[src/rtl/tinyqv_instr_prefetch.sv]
// tinyqv_instr_prefetch
//   Buffers halfwords from the instruction memory controller and presents an
//   aligned 32-bit instruction word and its PC to the decoder. It tracks the
//   PC, works out the length of compressed and uncompressed instructions, and
//   flushes and refetches on a taken branch.
//
//   Build option: TINYQV_COMPRESSED_EN
//     Defined   : RVC is supported and instr_len is 2 or 4.
//     Undefined : every instruction is 32-bit and pc is word aligned.
//
//   Ports
//     clk, rstn       clock; synchronous active-low reset
//     fetch_addr      byte address of the halfword being requested
//     fetch_req       buffer can accept a halfword this cycle
//     fetch_valid     fetch_data holds the halfword at fetch_addr
//     fetch_data      returned halfword
//     fetch_restart   1-cycle pulse: restart the fetch burst at fetch_addr
//     instr           instruction at pc ({16'h0, hw0} when compressed)
//     pc              address of instr
//     instr_len       byte length of instr (2 or 4)
//     instr_valid     instr / pc / instr_len are valid
//     instr_complete  core retires the presented instruction
//     branch          redirect request (has priority over everything)
//     branch_target   redirect address
module tinyqv_instr_prefetch #(
  parameter int                 ADDR_W     = 24,
  parameter int                 DEPTH      = 4,
  parameter logic [ADDR_W-1:0]  RESET_ADDR = '0
) (
  input  logic              clk,
  input  logic              rstn,
  output logic [ADDR_W-1:0] fetch_addr,
  output logic              fetch_req,
  input  logic              fetch_valid,
  input  logic [15:0]       fetch_data,
  output logic              fetch_restart,
  output logic [31:0]       instr,
  output logic [ADDR_W-1:0] pc,
  output logic [2:0]        instr_len,
  output logic              instr_valid,
  input  logic              instr_complete,
  input  logic              branch,
  input  logic [ADDR_W-1:0] branch_target
);

  localparam int PW = $clog2(DEPTH);
  localparam int CW = PW + 1;

  // Address alignment: halfword with RVC, word without.
`ifdef TINYQV_COMPRESSED_EN
  localparam logic [ADDR_W-1:0] ALIGN = {{(ADDR_W-1){1'b1}}, 1'b0};
`else
  localparam logic [ADDR_W-1:0] ALIGN = {{(ADDR_W-2){1'b1}}, 2'b00};
`endif

  logic [15:0]       mem [DEPTH];
  logic [PW-1:0]     rd_ptr, wr_ptr;
  logic [CW-1:0]     count, count_next, push_n, pop_len;
  logic [ADDR_W-1:0] pc_q, fa_q;
  logic              restart_q;
  logic [15:0]       hw0, hw1;
  logic              is32, push, pop;

  assign hw0 = mem[rd_ptr];
  assign hw1 = mem[rd_ptr + PW'(1)];

`ifdef TINYQV_COMPRESSED_EN
  assign is32 = (hw0[1:0] == 2'b11);
`else
  assign is32 = 1'b1;
`endif

  assign fetch_req   = (count < CW'(DEPTH));
  assign instr_valid = ((count >= CW'(1)) && !is32) || (count >= CW'(2));
  assign instr       = is32 ? {hw1, hw0} : {16'h0, hw0};
  assign instr_len   = is32 ? 3'd4 : 3'd2;
  assign pc          = pc_q;
  assign fetch_addr  = fa_q;
  assign fetch_restart = restart_q;

  // Branch kills both sides of the transfer on its edge.
  assign push = fetch_req & fetch_valid & !branch;
  assign pop  = instr_complete & instr_valid & !branch;

  assign push_n     = push ? CW'(1) : CW'(0);
  assign pop_len    = !pop ? CW'(0) : (is32 ? CW'(2) : CW'(1));
  assign count_next = count + push_n - pop_len;

  // Buffer storage needs no reset: nothing reads an entry until the
  // write pointer has moved past it.
  always_ff @(posedge clk) begin
    if (rstn && push) mem[wr_ptr] <= fetch_data;
  end

  always_ff @(posedge clk) begin
    if (!rstn) begin
      rd_ptr    <= '0;
      wr_ptr    <= '0;
      count     <= '0;
      pc_q      <= RESET_ADDR & ALIGN;
      fa_q      <= RESET_ADDR & ALIGN;
      restart_q <= 1'b0;
    end else if (branch) begin
      // Flush: keep wr_ptr, drop everything between rd_ptr and wr_ptr.
      rd_ptr    <= wr_ptr;
      count     <= '0;
      pc_q      <= branch_target & ALIGN;
      fa_q      <= branch_target & ALIGN;
      restart_q <= 1'b1;
    end else begin
      restart_q <= 1'b0;
      count     <= count_next;
      if (push) begin
        wr_ptr <= wr_ptr + PW'(1);
        fa_q   <= fa_q + ADDR_W'(2);
      end
      if (pop) begin
        // With PW==1 a pop of 2 leaves rd_ptr unchanged, which is the
        // correct modulo-DEPTH result.
        rd_ptr <= rd_ptr + pop_len[PW-1:0];
        pc_q   <= pc_q + ADDR_W'(instr_len);
      end
    end
  end

endmodule

[config.mk]
export PLATFORM = sky130hd
export DESIGN_NAME = tinyqv_instr_prefetch
export DESIGN_NICKNAME = d
export VERILOG_FILES = /design/src/rtl/tinyqv_instr_prefetch.sv
export SDC_FILE = /design/constraint.sdc
export NUM_CORES = 1
export LEC_CHECK = 0
export CORE_ASPECT_RATIO = 0.75
export CORE_MARGIN = 2
export CORE_UTILIZATION = 52
export CTS_BUF_LIST = sky130_fd_sc_hd__clkbuf_8
export CTS_CLUSTER_DIAMETER = 100
export CTS_CLUSTER_SIZE = 28
export DETAILED_ROUTE_END_ITERATION = 7
export PLACE_DENSITY = 0.8
export SYNTH_ARGS = -nofsm -noshare
export SYNTH_HDL_FRONTEND = slang
export SYNTH_SLANG_ARGS = --single-unit
export TNS_END_PERCENT = 20
[constraint.sdc]
create_clock -name clk -period 2.4 [get_ports clk]
set_input_delay 0.48 -clock clk [delete_from_list [all_inputs] [get_ports clk]]
set_output_delay 0.48 -clock clk [all_outputs]
set_load 0.01 [all_outputs]
# Word-level counts from Yosys, hierarchy flattened
# Memories as Yosys holds them, arrays and structs flattened. A register that Yosys moved wholly into a read port is not among the register bits.
# Index checks and enable logic that the tools add are counted.
[totals]
output_inout_bits = 86
elab_cells = 43
memories = 1
ram_bits = 64
reg_bits = 56
[memory_table]
columns = ["memory", "words", "width", "rd", "rd_clocked_by_memory_dff", "wr", "line", "text"]
rows = [
  ["mem", 4, 16, 2, 1, 1, "56", "logic [15:0] mem [DEPTH];"],
]
[classes]
n_bitwise = 6
reduce_logical = 6
n_addsub = 7
n_lt_le_gt_ge = 2
n_mux = 13
[op_table]
columns = ["cell", "count"]
rows = [
  ["$mux 24", 4],
  ["$add 24x2->24 const B", 1],
  ["$add 24x3->24 const B", 1],
  ["$mux 2", 5],
  ["$add 2x1->2 const B", 2],
  ["$and 1x1->1", 4],
  ["$mux 1", 4],
  ["$reduce_bool 2->1", 2],
  ["$add 3x1->3", 1],
  ["$ge 3x2->1 const B", 1],
  ["$lt 3x3->1 const B", 1],
  ["$sub 3x2->3", 1],
  ["$add 2x2->2", 1],
  ["$not 1->1", 2],
  ["$reduce_and 2->1", 1],
  ["$reduce_or 2->1", 1],
  ["$logic_and 1x1->1", 1],
  ["$logic_not 1->1", 1],
]

# Depth between registers and ports, before layout
[depth]
depth_word = 9
mapped_depth = 10

# Least setup slack after synthesis
# No wires, ideal clock.
[synth_path]
path_type = "input to register"
from = "in branch"
to = "reg count[2]"
required_time_ns = 2.282
t_arrival_ns = 2.007
path_slack_ns = 0.275
setup_ns = 0.118
stages = 10
n_path_buf = 2
path_cell_list = "clkinv_1 > clkbuf_1 > clkbuf_1 > nand2_1 > ha_1 > inv_1 > ha_1 > xnor2_1 > xnor2_1 > nor2_1"
[synth_between]
elab_chain_len = 5
[synth_rtl]
columns = ["item", "line", "text"]
rows = [
  ["start, declared", "42", "input logic branch,"],
  ["$logic_not 1->1", "82, 83", ""],
  ["$and 1x1->1", "82", "assign push = fetch_req & fetch_valid & !branch;"],
  ["$mux 1", "85", "assign push_n = push ? CW'(1) : CW'(0);"],
  ["$add 3x1->3", "87", "assign count_next = count + push_n - pop_len;"],
  ["$sub 3x2->3", "87", ""],
  ["end signal, assigned", "112", "count <= count_next;"],
  ["end, declared", "58", "logic [CW-1:0] count, count_next, push_n, pop_len;"],
]
# Parallel ways exist; a longest one is shown, timed or not.
# A chain may end at the register's enable or synchronous reset.

==> out/results.md <==
## Die
* 11700 µm² — DIE AREA
* 94.0 µm — floorplan die height
* 124 µm — Die Span X
* 32 — number of core rows
* 131 — Boundary Pins
* 10400 µm² — core region area
* 54.0% — initial cell density of the core

## Synth
* 119 — total of flip-flops plus latches after synthesis
* edfxtp_1 (64), dfxtp_1 (55), mux4_2 (32) — most frequent cells after synthesis
* 53.8% — sequential share of the synthesized area
* edfxtp_1 — Yosys top cell by area
* 12.4 µm² — mean cell area of the mapped netlist
* edfxtp_1 (34%), dfxtp_1 (20%), mux4_2 (13%) — ranking of synthesized cells by area
* 452 — Post-Synthesis Cells
* 0% — Synth async-reset ratio
* 5620 µm² — post-synth design cell area
* 64 — number of flops mapped to enable cells by yosys
* 34.2% — fraction of synthesized cell area taken by the top area cell type
* edfxtp_1 — leading cell type by number of instances after synthesis
* 52 — count of distinct cell types in the synthesized netlist
* edfxtp_1 — Post-synth top flop
* 0 — Synth warnings

## CTS
* 0 — Hold-fix buffers, CTS
* 0.44 ns — clock latency of the later-clocked register in the worst-skew pair
* clkbuf_8 — cell at the root of the clock tree
* built — TritonCTS clock tree
* 2 — maximum buffer depth of the clock tree
* 119 — number of clock sinks
* 17 — TritonCTS Buffers
* 0.08 ns — register clock-pin slew on the reported worst setup and hold paths
* 4 — maximum level of the CTS H-tree

## Pwr
* 0.00266 µW — static leakage
* 636 nW/µm² — power density of the placed cells
* 465 µV — worst IR drop on VDD
* 4830 µW — post-route total power
* 3520 µW — Power Internal
* 27.1% — Sw Ratio
* 39.7% — fraction of power consumed by the clock network
* 1310 µW — switching power total
* 12.7% — Gate power share
* 47.6% — portion of total power attributed to sequential cells

## Min path
* fetch_addr[12] — end point of the worst hold path
* reg -> reg — type of the worst min-delay path
* fetch_addr[12] — hold path startpoint
* 2 — cell depth of the worst hold path

## Placed design
* 10700 µm — estimated wirelength of the detail-placed design
* 0.928 — routability-driven placement congestion ratio
* 7210 µm² — Post-Place Cell Area
* 122 — I/O Buffers
* 715 — placed instance count

## STA
* 0.664 ns — transition time at the pin with the least slew margin
* 2.30 ns — final critical delay including setup and external delays
* 435 MHz — Fmax achieved
* 55.3% — Slew headroom
* false — unrepaired setup endpoints after global routing
* 0 — total setup violations reported at the end of the flow
* 0 — number of slew-limit violations in the final report
* 0 ns — post-route setup TNS
* 0.0149 ns — final worst clock skew
* 95.7% — crit share post-route
* 0 — final hold viol count

## Worst setup path
* 1.82 ns — CP arrival
* flip-flop — startpoint type of the worst setup path
* pc[3] — Worst R2R Start
* 1.92 ns — required time of the critical path
* 5 — count of cells along the worst register-to-register path
* 16 — critical path fanouts, max
* 0.23 ns — register-to-register setup slack
* pc[22] — Reg-to-Reg End
* primary output — category of the worst setup path capture point
* reg -> out — category of the critical setup timing path

## Global routing
* 27.3% — global routing usage summed across all routing layers
* 4302 — number of global-route vias before repair
* 23300 µm — global-route wire length before repair
* 0 — remaining global-route overflow
* 0 — antenna violations before repair
* 34 — pin count of the biggest net entering global routing

## Routing
* 0 — DRC Markers
* 6.03 — routed vias/inst
* 20.4 µm — routed length per placed instance
* 0 — antenna violation net count after detailed routing
* 5 — number of detailed-routing iterations run before antenna repair
* 432 — Detailed Route Iter0 Violations
* 4520 — overall via count from detail_route
* 15300 µm — aggregate routed wire length

## Layout
* 0 — Antenna Cells
* 7590 µm² — fin area
* 73.0% — end-of-flow core utilization
* 749 — non-filler instance count after layout
* 18.6% — fraction of layout instances using a drive strength above 1
* 654 — layout net count
* 35.1% — synthesis-to-layout area growth

## Run status
* finished, final reports clean — run status

## Run
* 0 — Maximum Capacitance Violations

## cells by family after synthesis
group / after synthesis / share of synthesized area [%]
other: 2 / 0.134
buffers and inverters: 45 / 3.65
AOI/OAI and AO/OA: 98 / 10.9
and+or+nand+nor: 122 / 12.8
DFF: 119 / 53.8
xor gates and xnor gates: 23 / 3.58
adders and majority gates: 9 / 2.00
muxes: 34 / 13.2
## how the worst max path moves through the flow
stage / slack (ns) / endpoint / cells past startpoint
final: 0.10 / instr[14] / 3
after global routing: 0.03 / instr[8] / 3
after CTS: 0.005 / instr[28] / 4
after detailed placement: 0.001 / pc[20] / 5
after global placement: 0.08 / pc[20] / 5
after floorplan: 0.28 / count[2] / 10
## worst max-delay path, cell delays in order, from the launching register on
cell and delay [ns]:
dfxtp_2 0.35, buf_12 0.18, mux4_2 0.54, dlygate4sd2_1 0.30
## layout by cell type, fill, tap and decap left out, drive strengths merged, types with 3 or more instances in the layout
master / synthesis / layout
nor3: 3 / 3
o31a: 3 / 3
mux4: 32 / 32
nor2: 9 / 9
clkbuf: 22 / 18
or4: 9 / 9
nor4: 9 / 9
o31ai: 10 / 10
edfxtp: 64 / 64
nor2b: 5 / 5
and2: 6 / 6
ha: 9 / 9
and4: 6 / 6
o21ai: 29 / 29
inv: 9 / 19
a31oi: 15 / 15
and3: 6 / 6
dlygate4sd2: 0 / 31
nand3: 15 / 15
clkdlybuf4s50: 0 / 90
or3: 8 / 8
dfxtp: 55 / 55
nand2: 22 / 22
nand4: 15 / 15
buf: 13 / 38
conb: 2 / 6
a21oi: 25 / 25
nand2b: 5 / 5
xnor2: 12 / 12
xor2: 11 / 11
## repair_timing
action                                  4_1_cts  5_1_grt
pin swaps                                     0        0
cloned                                        0        0
resized for setup                            34        2
setup buffers                                 2        0
endpoints found under the setup margin       32        3
endpoints found under the hold margin         0        0
## power groups by stage
stage | logic, µW | registers [µW] | clock network [µW]
6_report | 615 | 2300 | 1920
5_1_grt | 652 | 2310 | 2030
4_1_cts | 613 | 2300 | 1940
3_5_place_dp | 631 | 2340 | 0
3_3_place_gp | 620 | 2340 | 0
2_1_floorplan | 256 | 2350 | 0
## per-stage QoR
stage / setup WS [ns] / hold WS, ns
2_1_floorplan: 0.275 / 0.517
3_3_place_gp: 0.0796 / 0.507
3_5_place_dp: 0.000999 / 0.509
4_1_cts: 0.00464 / 0.531
5_1_grt: 0.0349 / 0.567
6_report: 0.103 / 0.530
## metal layers
layer  global-route usage, %  share of wire [%]  vias up
met5                       0                  0        -
met4                    9.36                2.0        0
met3                    6.43                6.6       30
met2                    40.4                 46      203
met1                    39.6                 45     2214
li1                        -                  -     2073
## registers in the layout, summed over array words and instances, names as in the netlist, named ones only
| name | cells |
|---|---|
| fetch_addr | 23 |
| mem | 64 |
| fetch_restart | 1 |
| count | 3 |
| pc | 22 |
| wr_ptr | 2 |
| rd_ptr | 2 |
## cell type report
cell class / instances / area (µm²)
Inverter: 10 / 37.5
Clock inverter: 15 / 181
Tap cell: 136 / 170
Clock buffer: 17 / 234
Sequential cell: 119 / 3030
Timing Repair Buffer: 160 / 1540
Multi-Input combinational cell: 292 / 2410
Fill cell: 701 / 2820
No activity file was read; power rests on OpenSTA's default activity.
==> patch 1 (same flow settings) <==
`DEPTH`: 4 -> 8.
--- a/src/rtl/tinyqv_instr_prefetch.sv
+++ b/src/rtl/tinyqv_instr_prefetch.sv
@@ -26,3 +26,3 @@
   parameter int                 ADDR_W     = 24,
-  parameter int                 DEPTH      = 4,
+  parameter int                 DEPTH      = 8,
   parameter logic [ADDR_W-1:0]  RESET_ADDR = '0
Formal check against the unedited RTL: not equivalent (a bounded check fails within 10 cycles, from zero or initial values and one cycle with rstn low).
==> patch 1 against the unedited design <==
Fmax decreased by 12%. Routed wire length increased by 57%. Sequential cell count increased by 68. Synthesized area increased by 59%. Power increased by 43%. Via count increased by 44%. Setup slack got worse by 300 ps. Clock power increased by 14%. The run now ends with negative setup slack left. Cell area increased by 53%.
==> patch 1: results <==
[clock_network]
worstSkewPairLatency_ps = 470
clk_pin_slew_ps = 90
cts_made_buffers = 17
cts_setup_buffers = 12
post_cts_resized = 206

[global_routing]
grt_start_max_net_pins = 56
grt_pass1_wl_um = 37100
use_met2_pct = 42.8
grt_usage_pct = 26.9
use_met1_pct = 38.3
use_met3_pct = 5.85
grt_antenna_before_repair = 0

[yosys]
synth_area_per_cell_um2 = 14.4
netlist_top_cells_area = "edfxtp_1 43%, mux4_2 16%, dfxtp_1 13%"
synth_xor_area_share_pct = 2.16
synth-adder-area-share_pct = 1.40
yosysSeqAreaShare_pct = 56.3
synthMuxAreaShare_pct = 20.6
synth-edff-count = 128
synth-compound-area-share_pct = 6.47
yosysUniqueCellTypes = 54
synthTopCellsByCount = "128 x edfxtp_1, 64 x mux4_2, 59 x dfxtp_1"

[placement]
gp_congestion = 0.915
numPortBuffers = 122
dp.cells = 953
preCtsSetupSlack_ps = -66.9
hpwl_um = 15200

[cells_and_area]
final_nets = 827
drive_above_1_share_pct = 29.8
largest_reg_flops = 128
nFillCells = 1102
final_cells = 1000

[timing]
max_slew.worst_pin.slew_ps = 641
setup_slack_ps = -199
clock_skew_ps = 19.6
setup_violations = 32
fin_setup_tns_ps = -4940

[routing]
drt_iter0_markers = 750
vias = 6488
wl_per_cell_um = 24.1
dr_wl_met3_um = 2300
firstDrtPassIters = 5
wl_met1_um = 9450
wl_met2_um = 11800

[worst_setup_path]
cp.arrival_ps = 2120
cp_max_fo = 6
cpPeakStageDelay_ps = 510

[status]
outcome = "finished, violations left"
failed_checks = "negative setup slack"

[power_and_ir_drop]
switchingPower_mw = 1.78
p_leak_nw = 3.94
clock_power_share_pct = 31.8
finalPower_mw = 6.90
peakVddDrop_mv = 0.447
powerComb_mw = 1.09
==> patch 1: layout make-up <==
class                   count  area, µm²  area share, %
repair buffers            177       2040           17.6
clock buffers              17        234           2.02
well taps                 215        269           2.32
multi-input cells         382       3800           32.8
inverters                   7       26.3          0.227
flip-flops and latches    187       5030           43.4
clock inverters            15        179           1.54
==> patch 1: metrics by stage <==
stage | hold WS (ps) | instance area (µm²)
finish | 557 | 11600
global route | 585 | 11600
CTS | 551 | 11700
detailed placement | 538 | 10700
global placement | 517 | 10700
floorplan | 522 | 8950
==> patch 1: final timing paths <==
| kind | from | to | slack, ps | cells after the start |
|---|---|---|---|---|
| worst max register to register | pc[5] | pc[14] | 280 | 4 |
| worst min-delay path | fetch_addr[19] | fetch_addr[19] | 560 | 2 |
| worst min register to register | fetch_addr[19] | fetch_addr[19] | 560 | 2 |
| worst max-delay path | flop | instr[5] | -200 | 6 |
==> patch 2 (same flow settings) <==
Without the edit above. Make the reset (`rstn`) asynchronous in one clocked block. Comments in the files are not updated.
--- a/src/rtl/tinyqv_instr_prefetch.sv
+++ b/src/rtl/tinyqv_instr_prefetch.sv
@@ -94,3 +94,3 @@
 
-  always_ff @(posedge clk) begin
+  always_ff @(posedge clk or negedge rstn) begin
     if (!rstn) begin
Behaviour: differs if rstn is asserted again (counterexample within 4 cycles, from zero or initial values and one cycle with rstn low); with rstn held inactive, the same outputs for 4 cycles.
==> patch 2 against the unedited design <==
Cell area is essentially flat. Routed wire length shrank 10%. Sequential cell count shrank 2. Setup slack lost 100 ps. Synthesized cell count shrank 7.1%. Synthesized area grew 2.2%. Critical path type unchanged. Critical endpoint is now instr[0].
Power is not compared: it rests on default switching activity, and its combinational part moved more than twofold at a synthesized area within 25%.
==> patch 2: results <==
[placement]
gp_congestion = 0.834
preCtsSetupSlack_ps = -5.33
hpwl_um = 9500

[worst_setup_path]
critical-path-top-delay-family = "buffers and inverters"
rrSetupSlack_ps = 410
cpPeakStageDelay_ps = 510
ff2ff_path_depth = 4
slowest_stage = "mux4_2"
cp.arrival_ps = 1920
r2r-start = "count[2]"
r2r_end = "fetch_addr[21]"
cp_max_fo = 8

[global_routing]
grt_usage_pct = 23.7
grt_start_max_net_pins = 54
grt_pass1_wl_um = 21600
grt_pass1_vias = 4184

[yosys]
synth_xor_area_share_pct = 3.35
synthMuxAreaShare_pct = 15.8
yosysSeqAreaShare_pct = 56.5
synth-adder-area-share_pct = 1.96
yosysUniqueCellTypes = 48
netlist_top_cells_area = "edfxtp_1 33%, dfrtp_1 23%, mux4_2 13%"
synthTopCellsByCount = "64 x edfxtp_1, 53 x dfrtp_1, 32 x mux4_2"
synth-compound-area-share_pct = 7.01

[hold_path]
hold_path.class = "primary input to async pin"

[clock_network]
worstSkewPairLatency_ps = 420
cts_buffer_depth = 2

[routing]
wl_per_cell_um = 19.2
viasPerCell = 5.87
firstDrtPassIters = 4
drt_iter0_markers = 241

[status]
outcome = "complete, no violations"

[cells_and_area]
drive_above_1_share_pct = 25.0
largest_register = "mem"
nFillCells = 745
final_nets = 613
largest_reg_flops = 64

[power_and_ir_drop]
switchingPower_mw = 2.14

[timing]
clock_skew_ps = 13.3
max_slew.worst_pin.slew_ps = 704
-- patch 2: metrics by stage --
step	hold WS, ps	cells	power (mW)	utilization (%)
final	232	712	7.03	70.0
after detailed placement	573	676	5.17	66.5
after global placement	536	676	5.07	66.5
after CTS	241	712	7.22	71.4
after global routing	288	712	7.36	70.0
after floorplan	184	424	3.94	-
-- patch 2: power by group through the flow --
stage          registers (mW)  clock network (mW)  logic [mW]
2_1_floorplan            2.54                   0        1.40
6_report                 2.55                2.02        2.46
3_3_place_gp             2.56                   0        2.51
4_1_cts                  2.55                2.05        2.63
3_5_place_dp             2.58                   0        2.59
5_1_grt                  2.58                2.14        2.65
-- patch 2: layout make-up --
cell class,instances,area [µm²],share of cell area (%)
Clock inverter,15,211,2.78
Clock buffer,17,234,3.08
Tap cell,140,175,2.30
Sequential cell,117,3250,42.7
Multi-Input combinational cell,263,2320,30.5
Inverter,17,63.8,0.839
Timing Repair Buffer,143,1350,17.8
-- patch 2: cell families (layout without fill, tap and decap cells) --
logic type / Yosys count / in the layout
buf+inv: 44 / 192
xor+xnor: 22 / 22
mux: 49 / 49
flops: 117 / 117
other cells: 2 / 6
fa+ha+maj: 9 / 9
simple gates: 118 / 118
compound gates: 59 / 59
-- patch 2: worst max path at each step --
stage               endpoint  slack, ps  cells after the start
floorplan           count[2]        330                      9
global placement      pc[18]         70                      5
detailed placement    pc[14]         -5                      5
CTS                 instr[0]        -30                      3
global route        instr[0]        -60                      3
finish              instr[0]          1                      3
-- patch 2: repair_timing --
item,CTS,global route
gates resized for setup,64,31
cloned,2,0
buffers inserted,2,0
setup endpoints to repair,32,32
endpoints found under the hold margin,0,0
-- patch 2: metal layers --
| layer | wire [µm] | part of all wire [%] | track usage (%) | up-vias |
|---|---|---|---|---|
| li1 | - | - | - | 1906 |
| met1 | 6040 | 44 | 32.3 | 2149 |
| met2 | 6920 | 50 | 38.5 | 106 |
| met3 | 582 | 4.2 | 4.04 | 18 |
| met4 | 162 | 1.2 | 9.91 | 0 |
| met5 | 0 | 0 | 0 | - |
